### src/rtl/lowampa_capture_ctrl.sv
// Capture sequencer: arms the capture buffers, freezes them a programmable time after a trigger,
// waits for readout, then holds off. Optional trigger timestamp under LOWAMPA_CAPTURE_TIMESTAMP_EN.
module lowampa_capture_ctrl #(
  parameter int unsigned POST_BITS = 16,
  parameter int unsigned HOLD_BITS = 16,
  parameter int unsigned CNT_BITS  = 32
) (
  input  logic                 aclk,
  input  logic                 aresetn,
  input  logic                 trigger_i,
  input  logic                 force_i,
  input  logic                 arm_i,
  input  logic                 abort_i,
  input  logic                 auto_rearm_i,
  input  logic                 capture_waiting_i,
  input  logic [POST_BITS-1:0] posttrig_len_i,
  input  logic [HOLD_BITS-1:0] holdoff_len_i,
  output logic                 capture_enable_o,
  output logic                 triggered_o,
  output logic [2:0]           state_o,
  output logic [CNT_BITS-1:0]  trig_count_o,
  output logic [CNT_BITS-1:0]  missed_count_o
`ifdef LOWAMPA_CAPTURE_TIMESTAMP_EN
  ,
  output logic [47:0]          timestamp_o
`endif
);

  typedef enum logic [2:0] {
    S_IDLE    = 3'd0,
    S_ARMED   = 3'd1,
    S_POST    = 3'd2,
    S_READOUT = 3'd3,
    S_HOLDOFF = 3'd4
  } state_t;

  state_t               state, state_nx;
  logic [POST_BITS-1:0] post_cnt, post_cnt_nx;
  logic [HOLD_BITS-1:0] hold_cnt, hold_cnt_nx;
  logic                 trig_q;
  logic                 ev;
  logic                 accept;
  logic                 miss;

  assign state_o = state;

  always_comb begin
    ev          = (trigger_i & ~trig_q) | force_i;
    accept      = (state == S_ARMED) & ev & ~abort_i;
    miss        = ev & (state != S_ARMED);
    state_nx    = state;
    post_cnt_nx = post_cnt;
    hold_cnt_nx = hold_cnt;
    if (abort_i) begin
      state_nx = S_IDLE;
    end else begin
      case (state)
        S_IDLE: begin
          if (arm_i) state_nx = S_ARMED;
        end
        S_ARMED: begin
          if (ev) begin
            state_nx    = S_POST;
            post_cnt_nx = posttrig_len_i;
          end
        end
        S_POST: begin
          if (post_cnt == '0) state_nx = S_READOUT;
          else                post_cnt_nx = post_cnt - POST_BITS'(1);
        end
        S_READOUT: begin
          if (!capture_waiting_i) begin
            state_nx    = S_HOLDOFF;
            hold_cnt_nx = holdoff_len_i;
          end
        end
        S_HOLDOFF: begin
          if (hold_cnt == '0) state_nx = auto_rearm_i ? S_ARMED : S_IDLE;
          else                hold_cnt_nx = hold_cnt - HOLD_BITS'(1);
        end
        default: state_nx = S_IDLE;
      endcase
    end
  end

  // capture_enable_o is derived from the next state so it lines up with state_o
  always_ff @(posedge aclk or negedge aresetn) begin
    if (!aresetn) begin
      state            <= S_IDLE;
      post_cnt         <= '0;
      hold_cnt         <= '0;
      trig_q           <= 1'b0;
      capture_enable_o <= 1'b0;
      triggered_o      <= 1'b0;
      trig_count_o     <= '0;
      missed_count_o   <= '0;
    end else begin
      state            <= state_nx;
      post_cnt         <= post_cnt_nx;
      hold_cnt         <= hold_cnt_nx;
      trig_q           <= trigger_i;
      capture_enable_o <= (state_nx == S_ARMED) || (state_nx == S_POST);
      triggered_o      <= accept;
      if (accept && (trig_count_o != '1))
        trig_count_o <= trig_count_o + CNT_BITS'(1);
      if (miss && (missed_count_o != '1))
        missed_count_o <= missed_count_o + CNT_BITS'(1);
    end
  end

`ifdef LOWAMPA_CAPTURE_TIMESTAMP_EN
  logic [47:0] cycle_cnt;

  always_ff @(posedge aclk or negedge aresetn) begin
    if (!aresetn) begin
      cycle_cnt   <= '0;
      timestamp_o <= '0;
    end else begin
      cycle_cnt <= cycle_cnt + 48'd1;
      if (accept) timestamp_o <= cycle_cnt;
    end
  end
`endif

endmodule

### config.mk
export PLATFORM = sky130hd
export DESIGN_NAME = lowampa_capture_ctrl
export DESIGN_NICKNAME = d
export VERILOG_FILES = /design/src/rtl/lowampa_capture_ctrl.sv
export SDC_FILE = /design/constraint.sdc
export NUM_CORES = 1
export LEC_CHECK = 0
export ABC_AREA = 1
export CAP_MARGIN = 25
export CORE_ASPECT_RATIO = 1.25
export CORE_MARGIN = 1.5
export CORE_UTILIZATION = 38
export DETAILED_ROUTE_END_ITERATION = 10
export GPL_TIMING_DRIVEN = 0
export HOLD_SLACK_MARGIN = 0.08
export PLACE_DENSITY = 0.61
export SLEW_MARGIN = 0
export SYNTH_ARGS = -nofsm -noshare
export SYNTH_HDL_FRONTEND = slang
export SYNTH_SLANG_ARGS = --single-unit
### constraint.sdc
create_clock -name aclk -period 2.8 [get_ports aclk]
set_input_delay 0.42 -clock aclk [delete_from_list [all_inputs] [get_ports aclk]]
set_output_delay 0.42 -clock aclk [all_outputs]
set_load 0.1 [all_outputs]
* Yosys cells after proc, flatten, opt, wreduce, memory -nomap -nowiden
Index checks and enable logic that the tools add are counted.
Word-level totals: register bits after elaboration 102, output and inout port bits 69, word-level logic and storage cells 56
Operators by class: $add $sub $neg 4, equality and inequality tests 13, mux-type cells 14, bitwise operators 7, reductions and logical operators 10
Operators by type and width (number):
- $add 32x1->32 const B | 2
- $mux 16 | 4
- $ne 32x32->1 const B | 2
- $pmux 16 s2 | 2
- $logic_not 16->1 | 2
- $sub 16x1->16 const B | 2
- $mux 3 | 6
- $pmux 3 s5 | 1
- $eq 3x2->1 const B | 3
- $ne 2x2->1 const B | 4
- $reduce_and 4->1 | 2
- $eq 3x1->1 const B | 2
- $and 1x1->1 | 4
- $reduce_bool 2->1 | 2
- $eq 3x3->1 const B | 1
- $logic_not 3->1 | 1
- $ne 3x1->1 const B | 1
- $logic_and 1x1->1 | 2
- $not 1->1 | 2
- $logic_or 1x1->1 | 1
- $mux 1 | 1
- $or 1x1->1 | 1

* Depth between registers and ports, before layout
Gate-level depths: netlist (run 1).
word-level depth 8, gate-level depth with buffers 12, depth with buffers taken out 11

* Worst setup path after synthesis (run 1)
No wires, ideal clock.
path type reg-to-reg, from register trig_count_o[0], to register trig_count_o[28], library setup time 0.120 ns, arrival 2.196 ns, required time 2.680 ns, slack 0.483 ns, stages on the path, launching flop included 12, path through dfrtp_1 -> ha_1 -> inv_2 -> nor2_4 -> nand2_2 -> nor2_4 -> nand2_1 -> nand2_2 -> inv_2 -> buf_2 -> nand2_1 -> nand2_1
Between the ends: cells in the longest elaborated chain, start to end 2, elaborated cells on any way between the ends 3
Ends and longest elaborated chain:
- start, declared | RTL line 21 | output logic [CNT_BITS-1:0] trig_count_o,
- start signal, assigned | RTL line 105 | trig_count_o <= trig_count_o + CNT_BITS'(1);
- branches (longest 2 deep; another with $add 32x1->32)
Several ways; the timed one is not identified. A chain may end at the register's enable or synchronous reset.

* Final worst setup path (run 1)
from register state[1], in the netlist state_o[1], to output state_o[1]
RTL lines:
- start, declared | RTL line 37 | state_t state, state_nx;
- start signal, assigned | RTL line 98 | state <= state_nx;
- end, declared | RTL line 20 | output logic [2:0] state_o,
No word-level cell between the ends.

==> parameters.txt, run 1 <==
Parameter                              Value

Run status
  Outcome ... finished clean

Layout
  Number of nets in the final layout ... 1,229
  Final instance count without filler cells ... 1,412
  Layout area overhead ... 24.8%
  Final core occ ... 48.7%
  Diodes inserted ... 0
  Ratio of cells with drive above 1 in the final layout ... 7.07%
  Final Cell Area ... 8590 um2

Timing
  Setup repair after global routing missed its margin ... false
  Fraction of the cycle the final worst path needs ... 88.0%
  Max Slew Vio Count ... 0
  Setup TNS ... 0 ps
  Transition time of the tightest slew-check pin ... 979 ps
  Max-slew headroom ... 34.5%
  # setup viols final ... 0
  Maximum frequency from static timing analysis ... 406 MHz
  Hold Violations, Final ... 0
  Minimum clock period after layout ... 2460 ps
  Worst clock skew on the final layout ... 9.35 ps

Clock tree
  Clock tree from TritonCTS ... built
  Cts bufs inserted ... 9
  CTS Hold Bufs ... 0
  CTS root buffer ... sky130_fd_sc_hd__clkbuf_16
  CTS max path bufs ... 2
  Post-CTS setup buffer count ... 0
  Clock sink count ... 102
  H-tree levels ... 3
  Clock-pin slew on the worst setup and hold paths ... 70 ps
  Resize count post-CTS ... 0
  Clock latency reported for the late side of the worst-skew pair ... 350 ps

Synthesis
  Syn Area/Cell ... 6.48 um2
  Netlist Area Pre-Place ... 6890 um2
  Commonest cells in the synthesized netlist ... sky130_fd_sc_hd__nand2_1, sky130_fd_sc_hd__nor2_1, sky130_fd_sc_hd__dfrtp_1
  Syn. warnings ... 0
  Nets in the synthesized netlist ... 1,109
  Netlist cell types ... 36
  Most repeated cell in the gate-level netlist after synthesis ... sky130_fd_sc_hd__nand2_1
  Number of synthesized register bits ... 102
  Most frequently used flop master after synthesis ... sky130_fd_sc_hd__dfrtp_1
  Post-synthesis cell count ... 1,063
  Cell type contributing the most total cell area after synthesis ... sky130_fd_sc_hd__dfrtp_1
  Number of enable flip-flop cells after synthesis ... 0
  Synth top area share ... 37.1%
  Sequential area share after synthesis ... 37.1%
  Async set-reset flop share out of synthesis ... 100%
  Top cells by area in the synthesized netlist ... sky130_fd_sc_hd__dfrtp_1, sky130_fd_sc_hd__nand2_1, sky130_fd_sc_hd__nor2_1, sky130_fd_sc_hd__nand3_1, sky130_fd_sc_hd__nand3b_1

Power and ir drop
  Power Density ... 669 nW/um2
  Sum of internal, switching and leakage power ... 0.00575 W
  Leakage ... 3.95 nW
  Peak ir drop on the vdd network ... 0.443 mV

Setup path
  Reg2reg path depth ... 11
  Number of buffers and inverters on the critical path ... 1
  Worst-path cell chain ... clkdlybuf4s50_1
  Origin of the critical flop-to-flop path ... trig_count_o[0]$_DFFE_PN0P_
  Kind of cell adding the most delay to the critical path ... buffers and inverters
  Crit Path Max Fanout ... 6
  CP startpoint kind ... flip-flop
  Slowest cell on the critical path ... sky130_fd_sc_hd__clkdlybuf4s50_1
  Largest stage delay on the critical path ... 1190 ps
  Critical setup path kind ... reg -> out
  Reg-to-reg setup timing slack ... 880 ps
  CP Capture Type ... primary output
  Terminus of the critical flop-to-flop path ... trig_count_o[23]$_DFFE_PN0P_
  Req. time, crit path ... 2380 ps
  Signal arrival time at the worst endpoint ... 2040 ps

Min path
  Worst min-delay path category ... in -> async

Drt
  Antenna-violating nets left ... 0
  Routed wire length ... 18,400 um
  Number of design-rule violations left by the first detailed-router iteration ... 295
  Number of detailed-routing iterations run before antenna repair ... 5
  DRC violations left ... 0
  Detail-routed net length per standard cell ... 13.0 um
  Vias after detailed routing ... 6,819
  Detail-routed via count per cell ... 4.83

GRT
  Antenna violations before repair ... 0
  GRT Util Overall ... 20.2%
  Wire length of the first global-routing pass ... 30,600 um
  Pin count of the biggest net entering global routing ... 59
  Most used routing layer ... met2
  Met2 Resource Use GR ... 34.0%
  Via count of the first global-routing pass ... 6,395
  Routing usage on met3 ... 2.08%
  GR Util met1 ... 26.8%
  Overflow left after global routing ... 0

Placement
  Instance count after placement with tap cells included ... 1,396
  HPWL after detailed placement ... 14,200 um
  Last weighted congestion value of the routability-driven placer ... 0.910
  Number of I/O port buffers ... 108
  Post-DP Area ... 8270 um2

Floorplanning
  Vert. Die Dim ... 154 um
  Initial cell density of the core ... 39.1%
  Width of the die ... 123 um
  Die Outline Area ... 18,900 um2
  Core area ... 17,600 um2
  Core Rows ... 54
  Num ports ... 109

Flow run
  Total of max-cap violations ... 0
## cell usage in the layout, fill, tap and decap left out, drive strengths merged, types with 9 or more instances in the layout
cell type,count
inv,69
clkdlybuf4s50,107
clkbuf,15
dfrtp,102
xnor2,9
buf,20
nand3b,33
or2,9
xor2,12
nor2,162
nand3,61
nand2,511
o21ai,48
## stage by stage
step,hold WS [ps],worst slack [ps]
finish,78.7,335
global placement,486,-2840
detailed placement,489,649
global route,133,283
CTS,108,316
floorplan,124,483
## power by group
part / internal [W] / total [W] / switching (W) / leakage (nW)
logic: 0.000667 / 0.00227 / 0.00160 / 2.44
clock network: 0.000789 / 0.00136 / 0.000568 / 0.162
registers: 0.00176 / 0.00212 / 0.000360 / 1.35
## per-layer routing
layer	routed length [um]	share of wire, %	up-vias
li1	-	-	3558
met1	8740	48	3112
met2	8760	48	129
met3	564	3.1	20
met4	316	1.7	0
met5	0	0	-
## cell type report
cell class	count	area, um2
fill	1826	9040
clock buffer	13	280
timing repair buffer	109	1110
sequential	102	2550
buffer	20	168
inverter	70	268
tap	224	280
multi-input combinational	871	3900
clock inverter	3	40.0
## logic make-up (layout without fill, tap and decap cells)
| kind of cell | count (synthesis) | after routing | synth area share [%] |
|---|---|---|---|
| flip-flops | 102 | 102 | 37.1 |
| XOR/XNOR | 21 | 21 | 2.67 |
| multiplexers | 2 | 2 | 0.291 |
| AND/OR/NAND/NOR | 789 | 789 | 48.4 |
| buffers and inverters | 90 | 215 | 6.32 |
| adder cells (fa/ha/maj) | 6 | 6 | 1.09 |
| AO/OA/AOI/OAI | 53 | 53 | 4.18 |
## how the worst max path moves through the flow
| stage | startpoint | endpoint | slack (ps) | cells after the start |
|---|---|---|---|---|
| after floorplan | trig_count_o[0]$_DFFE_PN0P_ | trig_count_o[28]$_DFFE_PN0P_ | 480 | 11 |
| after global placement | aresetn | trig_count_o[19]$_DFFE_PN0P_ | -2840 | 1 |
| after detailed placement | abort_i | trig_count_o[23]$_DFFE_PN0P_ | 650 | 9 |
| after CTS | state_o[1]$_DFF_PN0_ | state_o[1] | 320 | 1 |
| after global routing | state_o[1]$_DFF_PN0_ | state_o[1] | 280 | 1 |
| final | state_o[1]$_DFF_PN0_ | state_o[1] | 340 | 1 |
## flip-flops by register name, indices dropped and copies added (netlist names)
signal,cells
missed_count_o,32
trig_count_o,32
hold_cnt,16
post_cnt,16
state_o,3
capture_enable_o,1
trig_q,1
triggered_o,1
Note: power is estimated with default switching activity, not from simulation.
==> run 2, diff against run 1 <==
--- a/config.mk
+++ b/config.mk
@@ -6,8 +6,9 @@
 export NUM_CORES = 1
 export LEC_CHECK = 0
 export ABC_AREA = 1
+export ABC_CLOCK_PERIOD_IN_PS = 2800
 export CAP_MARGIN = 25
-export CORE_ASPECT_RATIO = 1.25
+export CORE_ASPECT_RATIO = 1.2
 export CORE_MARGIN = 1.5
 export CORE_UTILIZATION = 38
 export DETAILED_ROUTE_END_ITERATION = 10
==> run 2 against run 1 <==
The flow now finishes with violations (design-rule violations); largest power group unchanged; flip-flop and latch count unchanged; sequential share of layout area down 0.069 points; sequential power about the same; clock-buffer cell count unchanged; total power up 1.3%; clock skew down 2.9 ps.
==> parameters.txt, run 2 (same netlist as run 1, synthesis figures left out) <==
Parameter                              Value

Timing
  Fraction of the cycle the final worst path needs ... 89.0%
  Max Slew Vio Count ... 0
  # setup viols final ... 0
  Setup repair after global routing missed its margin ... false
  Maximum frequency from static timing analysis ... 401 MHz
  Minimum clock period after layout ... 2490 ps
  Hold Violations, Final ... 0
  Setup TNS ... 0 ps
  Worst clock skew on the final layout ... 6.50 ps
  Max-slew headroom ... 31.3%
  Final hold slack ... 516 ps
  Transition time of the tightest slew-check pin ... 1030 ps

Placement
  HPWL after detailed placement ... 14,400 um
  Number of I/O port buffers ... 108
  Instance count after placement with tap cells included ... 1,392
  Last weighted congestion value of the routability-driven placer ... 0.875

Clock tree
  CTS max path bufs ... 2
  Clock-pin slew on the worst setup and hold paths ... 70 ps
  Post-CTS setup buffer count ... 0
  Cts bufs inserted ... 9
  Clock latency reported for the late side of the worst-skew pair ... 350 ps
  Clock tree from TritonCTS ... built
  CTS root buffer ... sky130_fd_sc_hd__clkbuf_16
  Clock sink count ... 102
  H-tree levels ... 3

Layout
  Layout area overhead ... 25.1%
  Ratio of cells with drive above 1 in the final layout ... 6.98%
  Number of nets in the final layout ... 1,230
  Final instance count without filler cells ... 1,409
  Largest registers ... missed_count_o: 32 flops, trig_count_o: 32 flops
  Final core occ ... 48.8%
  Diodes inserted ... 0
  Fill cell instance count of the final layout ... 1,830
  Most common cell after layout, fill and taps aside ... sky130_fd_sc_hd__nand2_1
  Commonest cells after routing, fill and taps aside ... sky130_fd_sc_hd__nand2_1, sky130_fd_sc_hd__nor2_1, sky130_fd_sc_hd__clkdlybuf4s50_1

Setup path
  Worst-path cell chain ... clkdlybuf4s50_1
  Slowest cell on the critical path ... sky130_fd_sc_hd__clkdlybuf4s50_1
  Req. time, crit path ... 2380 ps
  CP startpoint kind ... flip-flop
  CP Capture Type ... primary output
  Critical setup path kind ... reg -> out
  Crit Path Max Fanout ... 6
  Number of buffers and inverters on the critical path ... 1
  Kind of cell adding the most delay to the critical path ... buffers and inverters
  Largest stage delay on the critical path ... 1200 ps
  Signal arrival time at the worst endpoint ... 2070 ps

Floorplanning
  Num ports ... 109
  Width of the die ... 126 um
  Die Outline Area ... 18,900 um2
  Core area ... 17,600 um2
  Initial cell density of the core ... 39.0%
  Vert. Die Dim ... 150 um
  Core Rows ... 53

Power and ir drop
  Peak ir drop on the vdd network ... 0.520 mV
  Leakage ... 3.96 nW
  Sum of internal, switching and leakage power ... 0.00583 W
  Power Density ... 677 nW/um2

Min path
  Worst min-delay path category ... reg -> reg

GRT
  GRT Util Overall ... 21.0%
  Via count of the first global-routing pass ... 6,631
  Pin count of the biggest net entering global routing ... 66
  Overflow left after global routing ... 0
  Wire length of the first global-routing pass ... 31,900 um
  Antenna violations before repair ... 0

Drt
  Detail-routed via count per cell ... 4.84
  DRC violations left ... 4
  Routed wire length ... 18,800 um
  Detail-routed net length per standard cell ... 13.4 um
  Vias after detailed routing ... 6,823
  Number of detailed-routing iterations run before antenna repair ... 10
  Number of design-rule violations left by the first detailed-router iteration ... 381
  Antenna-violating nets left ... 0

Run status
  Outcome ... complete, but fails checks
  Failing checks ... design-rule violations

Flow run
  Total of max-cap violations ... 0
## run 2: cell count changes in the layout (fill, tap and decap cells not counted)
| cell | previous run | this run |
|---|---|---|
| sky130_fd_sc_hd__bufinv_16 | 1 | 2 |
| sky130_fd_sc_hd__clkbuf_1 | 2 | 3 |
| sky130_fd_sc_hd__clkbuf_8 | 4 | 3 |
| sky130_fd_sc_hd__clkinv_2 | 2 | 1 |
| sky130_fd_sc_hd__dlygate4sd3_1 | 0 | 1 |
## run 2: final cells by class
class                           count  area [um2]  area share, %
Multi-Input combinational cell    871        3900           45.3
Sequential cell                   102        2550           29.6
Timing Repair Buffer              110        1120           13.0
Tap cell                          220         275           3.20
Clock buffer                       13         270           3.14
Inverter                           70         268           3.11
Buffer                             20         168           1.95
Clock inverter                      3        65.1          0.755
## run 2: worst register-to-register path: stages (launching register included)
cell and delay (ps):
sky130_fd_sc_hd__dfrtp_1 410, sky130_fd_sc_hd__ha_1 280, sky130_fd_sc_hd__inv_2 80, sky130_fd_sc_hd__nor2_4 190, sky130_fd_sc_hd__nand2_2 110, sky130_fd_sc_hd__nor2_4 130
sky130_fd_sc_hd__nand2_1 70, sky130_fd_sc_hd__nand2_2 80, sky130_fd_sc_hd__inv_2 90, sky130_fd_sc_hd__buf_2 220, sky130_fd_sc_hd__nand2_1 100, sky130_fd_sc_hd__nand2_1 60
## run 2: metal layers
layer  wire (um)  share of wire (%)  GRT usage, %
met4         355                1.9          8.10
met1        8890                 47          27.0
met5           0                  0             0
met2        8990                 48          36.6
met3         610                3.2          2.20
## run 2: stage by stage
| step | instance area (um2) | setup WS [ps] |
|---|---|---|
| after floorplan | 6890 | 483 |
| after global placement | 8240 | -2910 |
| after detailed placement | 8270 | 618 |
| after CTS | 8610 | 289 |
| after global routing | 8610 | 264 |
| final | 8610 | 308 |
## run 2: final timing paths
kind	start	to	slack (ps)	cells after the start
worst min register to register	hold_cnt[3]$_DFFE_PN0P_	hold_cnt[3]$_DFFE_PN0P_	520	2
worst max register to register	trig_count_o[0]$_DFFE_PN0P_	trig_count_o[23]$_DFFE_PN0P_	870	11
worst max-delay path	state_o[1]$_DFF_PN0_	state_o[1]	310	1
min in group asynchronous	aresetn	missed_count_o[5]$_DFFE_PN0P_	570	2
max in group asynchronous	aresetn	trig_count_o[28]$_DFFE_PN0P_	1510	3
worst min-delay path	hold_cnt[3]$_DFFE_PN0P_	hold_cnt[3]$_DFFE_PN0P_	520	2
## run 2: repair_timing
action,4_1_cts,5_1_grt
hold buffers,1,0
resized for setup,0,0
hold endpoints to repair,37,0
## run 2: where the power goes
part	leakage (nW)	switching [W]	total [W]	internal (W)
Sequential	1.35	0.000358	0.00212	0.00176
Clock	0.166	0.000573	0.00143	0.000857
Combinational	2.44	0.00161	0.00228	0.000669
